<file path="config.mk">
export PLATFORM = sky130hd
export DESIGN_NAME = e203_wfi_ctrl
export DESIGN_NICKNAME = d
export VERILOG_FILES = /design/src/rtl/e203_wfi_ctrl.sv
export SDC_FILE = /design/constraint.sdc
export NUM_CORES = 1
export LEC_CHECK = 0
export BUFFER_PORTS_ARGS = -buffer_cell sky130_fd_sc_hd__buf_2
export CORE_MARGIN = 2
export CORE_UTILIZATION = 51
export DETAILED_ROUTE_END_ITERATION = 10
export PLACE_DENSITY = 0.73
export SYNTH_ARGS = -nofsm -noshare
export SYNTH_HDL_FRONTEND = slang
export SYNTH_SLANG_ARGS = --single-unit
</file>
<file path="constraint.sdc">
create_clock -name clk -period 5.2 [get_ports clk]
set_input_delay 0 -clock clk [delete_from_list [all_inputs] [get_ports clk]]
set_output_delay 0 -clock clk [all_outputs]
set_load 0.05 [all_outputs]
</file>
<file path="src/rtl/e203_wfi_ctrl.sv">
// ---------------------------------------------------------------------------
// e203_wfi_ctrl
// Sequences a WFI instruction: drain the pipeline, sleep, wake up, and hand
// control back to commit with a single wfi_ack pulse.
//
// Ports
//   clk, rst_n        clock, asynchronous active-low reset
//   wfi_req           1-cycle pulse from commit when a WFI retires
//   dbg_mode          debug mode; a WFI then behaves as a NOP
//   irq_pending       enabled external/software/timer interrupt pending
//   dbg_irq           debug halt request
//   oitf_empty,
//   lsu_idle,
//   biu_idle          pipeline-drain qualifiers
//   core_wfi          sleep indication for clock-gate enables (SLEEP only)
//   halt_ifu          stops instruction fetch (DRAIN, SLEEP, WAKE)
//   wfi_ack           1-cycle pulse when the WFI completes
//   drain_timeout     sticky, set when a drain gives up
//   sleep_cnt[15:0]   cycles spent in the last or current SLEEP, saturating
//   fsm_state[1:0]    current state (0 RUN, 1 DRAIN, 2 SLEEP, 3 WAKE)
//
// Handshake: wfi_req is accepted only in RUN while wfi_ack is low; every
// accepted wfi_req yields exactly one wfi_ack, and acks are never adjacent.
// ---------------------------------------------------------------------------
module e203_wfi_ctrl #(
   parameter int unsigned DRAIN_TO = 64,
   parameter int unsigned WAKE_CYC = 2
) (
   input  logic        clk,
   input  logic        rst_n,
   input  logic        wfi_req,
   input  logic        dbg_mode,
   input  logic        irq_pending,
   input  logic        dbg_irq,
   input  logic        oitf_empty,
   input  logic        lsu_idle,
   input  logic        biu_idle,
   output logic        core_wfi,
   output logic        halt_ifu,
   output logic        wfi_ack,
   output logic        drain_timeout,
   output logic [15:0] sleep_cnt,
   output logic [1:0]  fsm_state
);

   typedef enum logic [1:0] {
      ST_RUN   = 2'd0,
      ST_DRAIN = 2'd1,
      ST_SLEEP = 2'd2,
      ST_WAKE  = 2'd3
   } state_e;

   localparam logic [7:0] DRAIN_LAST = 8'(DRAIN_TO - 1);
   localparam logic [3:0] WAKE_LOAD  = 4'(WAKE_CYC);

   state_e      state_q, state_d;
   logic [7:0]  drain_cnt_q, drain_cnt_d;
   logic [3:0]  wake_cnt_q, wake_cnt_d;
   logic [15:0] sleep_cnt_q, sleep_cnt_d;
   logic        ack_q, ack_d;
   logic        timeout_q, timeout_d;
   logic        core_wfi_q, halt_q;

   logic wake, drained;
   assign wake    = irq_pending | dbg_irq;
   assign drained = oitf_empty & lsu_idle & biu_idle;

   always_comb begin
      state_d     = state_q;
      drain_cnt_d = drain_cnt_q;
      wake_cnt_d  = wake_cnt_q;
      sleep_cnt_d = sleep_cnt_q;
      ack_d       = 1'b0;
      timeout_d   = timeout_q;
      case (state_q)
         ST_RUN: begin
            // A request coinciding with our own ack is not accepted, which
            // keeps acks from landing in consecutive cycles.
            if (wfi_req && !ack_q) begin
               if (wake || dbg_mode) begin
                  ack_d = 1'b1;
               end else begin
                  state_d     = ST_DRAIN;
                  drain_cnt_d = 8'd0;
               end
            end
         end
         ST_DRAIN: begin
            // Wake wins over a drained pipeline in the same cycle.
            if (wake) begin
               state_d = ST_RUN;
               ack_d   = 1'b1;
            end else if (drained) begin
               state_d     = ST_SLEEP;
               sleep_cnt_d = 16'd0;
            end else if (drain_cnt_q == DRAIN_LAST) begin
               state_d   = ST_RUN;
               ack_d     = 1'b1;
               timeout_d = 1'b1;
            end else begin
               drain_cnt_d = drain_cnt_q + 8'd1;
            end
         end
         ST_SLEEP: begin
            // Qualifiers may drop here (TCM access by other masters); only
            // wake leaves SLEEP.
            if (sleep_cnt_q != 16'hFFFF) sleep_cnt_d = sleep_cnt_q + 16'd1;
            if (wake) begin
               state_d    = ST_WAKE;
               wake_cnt_d = WAKE_LOAD;
            end
         end
         ST_WAKE: begin
            // Runs to completion regardless of wake.
            if (wake_cnt_q <= 4'd1) begin
               state_d    = ST_RUN;
               ack_d      = 1'b1;
               wake_cnt_d = 4'd0;
            end else begin
               wake_cnt_d = wake_cnt_q - 4'd1;
            end
         end
         default: state_d = ST_RUN;
      endcase
   end

   always_ff @(posedge clk or negedge rst_n) begin
      if (!rst_n) begin
         state_q     <= ST_RUN;
         drain_cnt_q <= 8'd0;
         wake_cnt_q  <= 4'd0;
         sleep_cnt_q <= 16'd0;
         ack_q       <= 1'b0;
         timeout_q   <= 1'b0;
         core_wfi_q  <= 1'b0;
         halt_q      <= 1'b0;
      end else begin
         state_q     <= state_d;
         drain_cnt_q <= drain_cnt_d;
         wake_cnt_q  <= wake_cnt_d;
         sleep_cnt_q <= sleep_cnt_d;
         ack_q       <= ack_d;
         timeout_q   <= timeout_d;
         core_wfi_q  <= (state_d == ST_SLEEP);
         halt_q      <= (state_d != ST_RUN);
      end
   end

   assign core_wfi      = core_wfi_q;
   assign halt_ifu      = halt_q;
   assign wfi_ack       = ack_q;
   assign drain_timeout = timeout_q;
   assign sleep_cnt     = sleep_cnt_q;
   assign fsm_state     = state_q;

endmodule

</file>
==> impl_metrics.json <==
{
  "status": "finished clean",
  "cts_max_path_buffers": 2,
  "ant_nets": 0,
  "die_w_um": 64.2,
  "ctsHoldBuffers": 3,
  "grt_pass1_vias": 1425,
  "fin_util_pct": 62.0,
  "async_reset_ff_share_pct": 100,
  "clk_pin_slew_ns": 0.10,
  "grt_pass1_wl_mm": 6.84,
  "ios": 31,
  "wl_per_cell_um": 13.9,
  "drt_iter0_drc": 115,
  "portBuffers": 30,
  "p_int_uw": 564,
  "diodes": 0,
  "num-nets-final": 249,
  "grt_max_degree": 35,
  "die_y_um": 64.2,
  "post-place-ws_ns": 2.75,
  "antenna_found_initial": 0,
  "p_seq_share_pct": 40.3,
  "grt_usage_pct": 21.3,
  "yosys-top-cells-area": "dfrtp_1, nand3_1, nor2_1",
  "final_cells": 283,
  "dp.cells": 272,
  "drc": 0,
  "clk_latency_ns": 0.35,
  "htree_levels": 2,
  "initial_core_util_pct": 54.0,
  "cts_resized": 0,
  "cap_viol_max_count": 0,
  "viasPerCell": 5.82,
  "power_density_mw_per_mm2": 549,
  "postLayoutCellArea_mm2": 0.00212,
  "finalPower_mw": 1.16,
  "critPathMaxFanout": 15,
  "fin_setup_tns_ns": 0,
  "cts_tree": "yes",
  "crit_arrival_ns": 2.77,
  "layout-drive-gt1-share_pct": 18.6,
  "syn_nets": 215,
  "max_slew_margin_pct": 37.4,
  "fin_crit_ns": 2.49,
  "synth_top_area_share_pct": 46.1,
  "post-route-period-util_pct": 47.8,
  "p_sw_uw": 599,
  "clkPwrFrac_pct": 13.3,
  "holdWs_ns": 0.0732,
  "end_kind": "flop",
  "dieArea_mm2": 0.00412,
  "hold_violations": 0,
  "placed_area_mm2": 0.00203,
  "rsz0062_at_grt": "no",
  "start_kind": "flop",
  "dp.final_hpwl_mm": 2.82,
  "cts_buffers": 5,
  "area_growth_pct": 14.7,
  "ys.flop_type": "dfrtp_1",
  "slowest_delay_ns": 0.78,
  "ys_warn_count": 0,
  "crit_type": "reg2reg",
  "cts.sink_count": 34,
  "vias": 1647,
  "core_area_mm2": 0.00342,
  "ys_seq_area_share_pct": 46.1,
  "synthCells": 202,
  "synth_edf_count": 0,
  "setup_viol": 0,
  "post_cts_buffers": 0,
  "synth.largest_area_cell": "dfrtp_1",
  "first_pass_iters": 6,
  "rows": 21,
  "fin_skew_ns": 0.0106,
  "cp.required_ns": 5.49,
  "syn_area_mm2": 0.00185,
  "cp_slowest_cell": "nor2b_1",
  "worstHoldPathType": "in2reg",
  "clockRootBuffer": "clkbuf_4",
  "ir_worst_vdd_uv": 270,
  "gp_congestion": 0.884,
  "yosysUniqueCellTypes": 42,
  "leakagePower_nw": 0.967,
  "wl_mm": 3.95,
  "n_fill_cell": 319,
  "worst_slack_ns": 2.71,
  "grt-ovfl-total": 0,
  "switching_share_pct": 51.5,
  "maxSlewViolCount": 0,
  "fmax_mhz": 402,
  "tightest_slew_ns": 0.930,
  "synth_area_per_cell_um2": 9.14,
  "pwr-share-comb_pct": 46.3,
  "synth-seq-cells": 34,
  "path_cells": "nor2b_1, nand2_2, or4_2, nand2_1"
}
[sequential cells by signal, indices dropped and copies added (netlist names)]
| signal | cells |
|---|---|
| drain_cnt_q | 8 |
| sleep_cnt | 16 |
| wake_cnt_q | 4 |
| drain_timeout | 1 |
| core_wfi | 1 |
| fsm_state | 2 |
| wfi_ack | 1 |
| halt_ifu | 1 |
[logic make-up (layout without fill, tap and decap cells)]
kind of cell	Yosys count	in the layout	synth area share, %
simple gates	98	98	29.3
compound gates	45	45	15.2
flops	34	34	46.1
buf+inv	13	48	2.85
xor+xnor	7	7	3.32
fa+ha+maj	4	4	2.71
mux	1	1	0.542
[final cells by class]
class	count	area [um2]	area share (%)
multi-input combinational	155	942	44.5
sequential	34	851	40.2
timing repair buffer	33	180	8.51
tap	46	57.6	2.72
clock buffer	7	55.1	2.60
inverter	7	26.3	1.24
clock inverter	1	5.00	0.236
[final timing paths]
| kind | depth (start not counted) | to | start | slack [ns] |
|---|---|---|---|---|
| max | 4 | sleep_cnt[11] | fsm_state[1] | 2.71 |
| min | 4 | fsm_state[1] | irq_pending | 0.07 |
| max reg2reg | 4 | sleep_cnt[11] | fsm_state[1] | 2.71 |
| min reg2reg | 1 | drain_timeout | drain_timeout | 0.47 |
| max in group asynchronous | 2 | wake_cnt_q[1] | rst_n | 4.47 |
| min in group asynchronous | 2 | drain_cnt_q[7] | rst_n | 0.25 |
[metal layers]
layer	track usage (%)	vias up	routed length, um
met5	0	-	0
met3	5.81	5	150
met4	5.59	0	56
li1	-	817	-
met1	31.7	794	1980
met2	30.6	31	1760
[critical path, delay by kind of cell, from the launching register on]
kind | cells | cell delay (ns)
simple gates | 4 | 1.80
flops | 1 | 0.64
[cells in the mapped netlist, drive strengths merged, types with 5 or more instances]
| cell | n |
|---|---|
| a21oi | 10 |
| and3 | 5 |
| clkbuf | 5 |
| dfrtp | 34 |
| inv | 7 |
| nand2 | 20 |
| nand3 | 19 |
| nand4 | 9 |
| nor2 | 20 |
| o21ai | 15 |
| o31ai | 7 |
[power by group through the flow]
stage	sequential, mW	clock (mW)	combinational [mW]
floorplan	0.638	0	0.232
global placement	0.470	0	0.526
detailed placement	0.473	0	0.532
CTS	0.468	0.159	0.541
global route	0.488	0.172	0.589
finish	0.469	0.155	0.539
[layout by cell type (no fill, tap or decap), drive strengths merged, types with 4 or more instances in the layout]
cell / count
o21ai: 15
nor3: 4
o31ai: 7
xor2: 4
nand2: 20
inv: 7
nand3: 19
nor4: 4
and3: 5
dfrtp: 34
a21oi: 10
nand4: 9
clkbuf: 7
and4: 4
nor2: 20
ha: 4
buf: 30
No activity file was read; power rests on OpenSTA's default activity.
